`src/rtl/cpu_pkg.sv`:
```
`default_nettype none
// ============================================================================
// Module      : cpu_pkg
// Description : Opcodes, ALU codes, select encodings, FSM states and instruction
//               classes shared by the control FSM and the datapath.
// Revision    : 1.0 - initial release
// ============================================================================
package cpu_pkg;

    localparam logic [4:0] c_op_add  = 5'b00000;
    localparam logic [4:0] c_op_sub  = 5'b00001;
    localparam logic [4:0] c_op_and  = 5'b00010;
    localparam logic [4:0] c_op_or   = 5'b00011;
    localparam logic [4:0] c_op_xor  = 5'b00100;
    localparam logic [4:0] c_op_slt  = 5'b00101;
    localparam logic [4:0] c_op_addi = 5'b01000;
    localparam logic [4:0] c_op_lw   = 5'b01001;
    localparam logic [4:0] c_op_sw   = 5'b01010;
    localparam logic [4:0] c_op_beq  = 5'b01100;
    localparam logic [4:0] c_op_bne  = 5'b01101;
    localparam logic [4:0] c_op_jal  = 5'b01110;
    localparam logic [4:0] c_op_halt = 5'b11111;

    localparam logic [4:0] c_alu_add = 5'b00000;
    localparam logic [4:0] c_alu_sub = 5'b00001;
    localparam logic [4:0] c_alu_and = 5'b00010;
    localparam logic [4:0] c_alu_or  = 5'b00011;
    localparam logic [4:0] c_alu_xor = 5'b00100;
    localparam logic [4:0] c_alu_slt = 5'b00101;

    localparam logic [1:0] c_m2r_alu = 2'b00;
    localparam logic [1:0] c_m2r_mem = 2'b01;
    localparam logic [1:0] c_m2r_pc4 = 2'b10;

    localparam logic [1:0] c_rd_rt = 2'b00;
    localparam logic [1:0] c_rd_rd = 2'b01;
    localparam logic [1:0] c_rd_r7 = 2'b10;

    localparam logic [2:0] c_st_fetch     = 3'd0;
    localparam logic [2:0] c_st_decode    = 3'd1;
    localparam logic [2:0] c_st_execute   = 3'd2;
    localparam logic [2:0] c_st_memory    = 3'd3;
    localparam logic [2:0] c_st_writeback = 3'd4;
    localparam logic [2:0] c_st_halt      = 3'd5;

    localparam logic [2:0] c_cls_r       = 3'd0;
    localparam logic [2:0] c_cls_addi    = 3'd1;
    localparam logic [2:0] c_cls_lw      = 3'd2;
    localparam logic [2:0] c_cls_sw      = 3'd3;
    localparam logic [2:0] c_cls_br      = 3'd4;
    localparam logic [2:0] c_cls_jal     = 3'd5;
    localparam logic [2:0] c_cls_halt    = 3'd6;
    localparam logic [2:0] c_cls_illegal = 3'd7;

endpackage
`default_nettype wire

```
`src/rtl/ctrl_decode.sv`:
```
`default_nettype none
// ============================================================================
// Module      : ctrl_decode
// Description : Combinational opcode classifier and ALU operation lookup.
// Revision    : 1.0 - initial release
// ============================================================================
module ctrl_decode
    import cpu_pkg::*;
(
    input  logic [4:0] ir_op,
    output logic [2:0] instr_class,
    output logic [4:0] alu_code
);

    always_comb begin
        instr_class = c_cls_illegal;
        alu_code    = c_alu_add;
        case (ir_op)
            c_op_add, c_op_sub, c_op_and, c_op_or, c_op_xor, c_op_slt: begin
                instr_class = c_cls_r;
                alu_code    = ir_op;
            end
            c_op_addi: instr_class = c_cls_addi;
            c_op_lw:   instr_class = c_cls_lw;
            c_op_sw:   instr_class = c_cls_sw;
            c_op_beq, c_op_bne: begin
                instr_class = c_cls_br;
                alu_code    = c_alu_sub;
            end
            c_op_jal:  instr_class = c_cls_jal;
            c_op_halt: instr_class = c_cls_halt;
            default:   instr_class = c_cls_illegal;
        endcase
    end

endmodule
`default_nettype wire

```
`src/rtl/multicycle_control.sv`:
```
`default_nettype none
// ============================================================================
// Module      : multicycle_control
// Description : Multi-cycle FETCH/DECODE/EXECUTE/MEMORY/WRITEBACK control FSM
//               with run gating, halt/illegal status and a retired counter.
// Revision    : 1.0 - initial release
// ============================================================================
module multicycle_control
    import cpu_pkg::*;
#(
    parameter int COUNT_W = 16
) (
    input  logic               clk,
    input  logic               rst,
    input  logic               run_en,
    input  logic [4:0]         opcode_in,
    input  logic               zero_flag_in,
    output logic               pc_write_en,
    output logic               pc_src_sel,
    output logic               reg_write_en,
    output logic [1:0]         mem_to_reg_sel,
    output logic               mem_read_en,
    output logic               mem_write_en,
    output logic               alu_src_b_sel,
    output logic [4:0]         alu_control_op,
    output logic [1:0]         reg_dst_sel,
    output logic               halted,
    output logic               illegal_op,
    output logic [COUNT_W-1:0] instr_retired
);

    logic [2:0]         r_state;
    logic [2:0]         w_state_nxt;
    logic [4:0]         r_ir_op;
    logic               r_illegal;
    logic [COUNT_W-1:0] r_count;
    logic [2:0]         w_class;
    logic [4:0]         w_alu_code;
    logic               w_set_illegal;
    logic               w_pc_write;
    logic               w_reg_write;
    logic               w_mem_write;
    logic               w_imm_class;

    ctrl_decode u_ctrl_decode (
        .ir_op       (r_ir_op),
        .instr_class (w_class),
        .alu_code    (w_alu_code)
    );

    always_ff @(posedge clk) begin
        if (!rst) begin
            r_state   <= c_st_fetch;
            r_ir_op   <= 5'b00000;
            r_illegal <= 1'b0;
            r_count   <= '0;
        end else begin
            r_state <= w_state_nxt;
            if (r_state == c_st_fetch && run_en)
                r_ir_op <= opcode_in;
            if (w_set_illegal)
                r_illegal <= 1'b1;
            if (pc_write_en)
                r_count <= r_count + COUNT_W'(1);
        end
    end

    assign w_imm_class = (w_class == c_cls_addi) || (w_class == c_cls_lw) ||
                         (w_class == c_cls_sw);

    always_comb begin
        w_state_nxt    = r_state;
        w_set_illegal  = 1'b0;
        w_pc_write     = 1'b0;
        w_reg_write    = 1'b0;
        w_mem_write    = 1'b0;
        pc_src_sel     = 1'b0;
        mem_to_reg_sel = c_m2r_alu;
        mem_read_en    = 1'b0;
        alu_src_b_sel  = 1'b0;
        alu_control_op = c_alu_add;
        reg_dst_sel    = c_rd_rt;
        halted         = 1'b0;
        case (r_state)
            c_st_fetch: begin
                if (run_en)
                    w_state_nxt = c_st_decode;
            end
            c_st_decode: begin
                if (w_class == c_cls_halt) begin
                    w_state_nxt = c_st_halt;
                end else if (w_class == c_cls_illegal) begin
                    w_set_illegal = 1'b1;
                    w_state_nxt   = c_st_halt;
                end else begin
                    w_state_nxt = c_st_execute;
                end
            end
            c_st_execute: begin
                alu_control_op = w_alu_code;
                alu_src_b_sel  = w_imm_class;
                case (w_class)
                    c_cls_r, c_cls_addi:  w_state_nxt = c_st_writeback;
                    c_cls_lw, c_cls_sw:   w_state_nxt = c_st_memory;
                    c_cls_br: begin
                        // Branch resolves in this cycle from the live ALU zero flag.
                        w_pc_write  = 1'b1;
                        pc_src_sel  = (r_ir_op == c_op_beq) ? zero_flag_in : !zero_flag_in;
                        w_state_nxt = c_st_fetch;
                    end
                    c_cls_jal: begin
                        w_reg_write    = 1'b1;
                        reg_dst_sel    = c_rd_r7;
                        mem_to_reg_sel = c_m2r_pc4;
                        pc_src_sel     = 1'b1;
                        w_pc_write     = 1'b1;
                        w_state_nxt    = c_st_fetch;
                    end
                    default: w_state_nxt = c_st_fetch;
                endcase
            end
            c_st_memory: begin
                alu_control_op = w_alu_code;
                alu_src_b_sel  = w_imm_class;
                if (w_class == c_cls_lw) begin
                    mem_read_en = 1'b1;
                    w_state_nxt = c_st_writeback;
                end else begin
                    w_mem_write = (w_class == c_cls_sw);
                    w_pc_write  = (w_class == c_cls_sw);
                    w_state_nxt = c_st_fetch;
                end
            end
            c_st_writeback: begin
                alu_control_op = w_alu_code;
                alu_src_b_sel  = w_imm_class;
                w_reg_write    = 1'b1;
                w_pc_write     = 1'b1;
                if (w_class == c_cls_r)
                    reg_dst_sel = c_rd_rd;
                if (w_class == c_cls_lw) begin
                    mem_to_reg_sel = c_m2r_mem;
                    mem_read_en    = 1'b1;
                end
                w_state_nxt = c_st_fetch;
            end
            c_st_halt: begin
                halted = 1'b1;
            end
            default: w_state_nxt = c_st_fetch;
        endcase
    end

    // A reset landing mid-instruction must never let a partial instruction commit.
    assign pc_write_en   = w_pc_write  & rst;
    assign reg_write_en  = w_reg_write & rst;
    assign mem_write_en  = w_mem_write & rst;
    assign illegal_op    = r_illegal;
    assign instr_retired = r_count;

endmodule
`default_nettype wire

```
`config.mk`:
```
export PLATFORM = sky130hd
export DESIGN_NAME = multicycle_control
export DESIGN_NICKNAME = d
export VERILOG_FILES = /design/src/rtl/cpu_pkg.sv /design/src/rtl/ctrl_decode.sv /design/src/rtl/multicycle_control.sv
export SDC_FILE = /design/constraint.sdc
export NUM_CORES = 1
export LEC_CHECK = 0
export CORE_MARGIN = 2
export CORE_UTILIZATION = 53
export CTS_BUF_LIST = sky130_fd_sc_hd__clkbuf_4
export DETAILED_ROUTE_END_ITERATION = 6
export GPL_ROUTABILITY_DRIVEN = 0
export HOLD_SLACK_MARGIN = 0.02
export PLACE_DENSITY = 0.94
export SKIP_LAST_GASP = 1
export SLEW_MARGIN = 30
export SYNTH_ARGS = -nofsm -noshare
export SYNTH_HDL_FRONTEND = slang
export SYNTH_SLANG_ARGS = --single-unit
export TNS_END_PERCENT = 1
```
`constraint.sdc`:
```
create_clock -name clk -period 3.85 [get_ports clk]
set_input_delay 0.5775 -clock clk [delete_from_list [all_inputs] [get_ports clk]]
set_output_delay 0.5775 -clock clk [all_outputs]
set_load 0.05 [all_outputs]
```
==> results.json <==
{
  "outcome": "complete, but fails checks",
  "violations": "DRC",
  "grt_use_total": 0.2135,
  "dp_cells": 250,
  "path_buf_inv": 1,
  "final_common_cell": "clkdlybuf4s50_1",
  "start_kind": "flop",
  "period_share": 0.8821,
  "grt_pass1_vias": 1246,
  "hp-start": "instr_retired[10]",
  "maxSlewViolCount": 0,
  "final_cell_mix": "39 x clkdlybuf4s50_1, 25 x dfxtp_1, 21 x nand2_1, 13 x nor2_1, 13 x and2_1",
  "ctsResizeCount": 0,
  "hold_violations": 0,
  "setup_viol": 0,
  "fmax_ghz": 0.2945,
  "cts_setup_buffers": 0,
  "rr_worst_depth": 5,
  "critical_path.cell_chain": "nor3b_1 > o2111ai_2 > nand2_1 > and2_1 > clkdlybuf4s50_1",
  "reg2reg_to": "instr_retired[9]",
  "cts_tree": "yes",
  "crit_type": "reg2out",
  "vias": 1464,
  "vdd_ir_drop_max_mv": 0.2889,
  "critPathMaxStageDelay_ns": 0.80,
  "via_per_inst": 5.764,
  "drt-wirelength-per-cell_um": 14.07,
  "antenna_left": 0,
  "netlist.area_leader.share": 0.3135,
  "synth_cell_types": 47,
  "ys_warn_count": 0,
  "drv_cap": 0,
  "netlist_top_cells_area": "dfxtp_1 31%, xor2_1 5.5%, and2_1 5.1%",
  "cts_root_buf": "clkbuf_4",
  "final_nets": 234,
  "power_frac_comb": 0.201,
  "insertion_delay_ns": 0.32,
  "postSynthAreaPerCell_um2": 8.315,
  "overflow": 0,
  "synth-seq-cells": 25,
  "ys.flop_type": "dfxtp_1",
  "timing.rr.start": "r_ir_op[2]",
  "worst_hold_path.endpoint": "instr_retired[10]",
  "die_y_um": 58.89,
  "start_util": 0.5691,
  "clockPowerShare": 0.242,
  "grt_pass1_wl_mm": 5.720,
  "drt_pass1_iterations": 6,
  "leakage_uw": 0.0007377,
  "syn2layout_area_growth_pct": 24.76,
  "worst_pin_slew_ns": 0.7763,
  "io_pins": 42,
  "antenna_found_initial": 0,
  "max_slew_margin": 0.4811,
  "finClkSkew_ns": 0.008172,
  "post-route-min-period_ns": 3.396,
  "routed_wl_mm": 3.574,
  "cts_buffers": 3,
  "drive_gt1_frac": 0.08072,
  "fp.dieW_um": 58.89,
  "design.core.area_um2": 2805,
  "hp-class": "reg2reg",
  "synth_area_leader_cell": "dfxtp_1",
  "critPathMaxFanout": 15,
  "dr.first_iter.drc_count": 58,
  "dieArea_um2": 3467,
  "critical-path-top-delay-family": "buffers and inverters",
  "internal_power_uw": 358.0,
  "hold-path-cell-count": 2,
  "sequentialPowerShare": 0.557,
  "end_kind": "output pin",
  "n_antenna_cell": 0,
  "syn_area_um2": 1597,
  "dp_hpwl_mm": 2.601,
  "r2r_slack_ns": 1.62,
  "critPathSlowestCell": "clkdlybuf4s50_1",
  "p_sw_uw": 157.7,
  "rsz0062_at_grt": "no",
  "hold_buffers": 0,
  "synthArstFlopShare": 0,
  "syn_inst": 192,
  "seq_area_frac_synth": 0.3135,
  "clk_pin_slew_ns": 0.13,
  "tns_ns": 0,
  "clock_sinks": 25,
  "critPathArrivalTime_ns": 2.82,
  "cts.path.max_buffers": 2,
  "grt_max_degree": 22,
  "swShare": 0.3058,
  "drc": 4,
  "cts.htree.levels": 1,
  "io_buffers": 39,
  "rows": 19,
  "cp.required_ns": 3.27,
  "synth_edf_count": 0,
  "power_density_nw_per_um2": 258.9,
  "final_cells": 254
}
-- sequential cells by signal (all words and copies together), names as in the netlist --
signal / flops
illegal_op: 1
instr_retired: 16
r_ir_op: 5
r_state: 3
-- through the flow --
stage	instance area, um2	total power [uW]	util	hold WS [ns]	setup WS (ns)
4_1_cts	1992	520.1	0.7101	0.5128	0.4652
5_1_grt	1992	542.1	0.7101	0.5323	0.2538
3_3_place_gp	1962	392.8	0.6994	0.4532	0.9010
6_report	1992	515.7	0.7101	0.5061	0.4540
3_5_place_dp	1962	395.8	0.6994	0.4833	0.8532
2_1_floorplan	1602	369.5	-	0.5952	0.5137
-- worst max path at each step --
stage,cells past startpoint,start,end,slack (ns)
after floorplan,5,r_state[0],reg_dst_sel[0],0.51
after global placement,4,r_ir_op[4],mem_read_en,0.90
after detailed placement,4,r_ir_op[4],mem_read_en,0.85
after CTS,5,r_ir_op[2],pc_write_en,0.47
after global routing,5,r_ir_op[2],pc_write_en,0.25
final,5,r_ir_op[2],pc_write_en,0.45
-- worst reg2reg max path: cells and delay by family (launching register included) --
kind,cells,cell delay [ns]
AO/OA/AOI/OAI,3,0.85
AND/OR/NAND/NOR,2,0.70
flip-flops,1,0.63
-- synth_stat cells (all sizes together) (2+ instances only) --
| library cell | instances |
|---|---|
| a2111oi | 5 |
| a211oi | 5 |
| a21boi | 3 |
| a21oi | 7 |
| and2 | 13 |
| and4 | 2 |
| buf | 11 |
| clkbuf | 6 |
| dfxtp | 25 |
| inv | 3 |
| mux2i | 8 |
| nand2 | 21 |
| nand2b | 5 |
| nand3 | 5 |
| nand4 | 4 |
| nor2 | 13 |
| nor2b | 8 |
| nor3 | 5 |
| nor3b | 5 |
| nor4b | 2 |
| o21a | 2 |
| o21ai | 2 |
| o22ai | 3 |
| or3b | 2 |
| xnor2 | 3 |
| xor2 | 10 |
-- layer usage --
metal	GRT usage	wire length, um	up-vias	part of all wire
met4	0.07468	70	0	0.020
met2	0.3222	1662	44	0.47
met1	0.3016	1689	681	0.47
met5	0	0	-	0
li1	-	-	731	-
met3	0.04396	152	8	0.043
-- logic make-up (layout without fill, tap and decap cells) --
kind of cell / count (synthesis) / count (layout) / synth area share
adders and majority gates: 1 / 1 / 0.007836
other: 1 / 2 / 0.002349
muxes: 8 / 8 / 0.05016
AOI/OAI and AO/OA: 35 / 35 / 0.1724
xor gates and xnor gates: 13 / 13 / 0.07132
and+or+nand+nor: 89 / 89 / 0.3135
DFF: 25 / 25 / 0.3135
buffers and inverters: 20 / 50 / 0.06896
-- power groups by stage --
stage,Sequential (uW),Combinational [uW],Clock [uW]
3_3_place_gp,292,101,0
5_1_grt,290,113,139
3_5_place_dp,292,103,0
2_1_floorplan,282,87.5,0
6_report,287,104,125
4_1_cts,287,104,130
-- final cells by class --
type | instances | area (um2)
clock buffers | 4 | 30.03
fillers | 217 | 813.3
inverters | 3 | 11.26
multi-input cells | 148 | 991.0
flip-flops and latches | 25 | 500.5
well taps | 31 | 38.79
repair buffers | 43 | 420.4
Note: power is estimated with default switching activity, not from simulation.
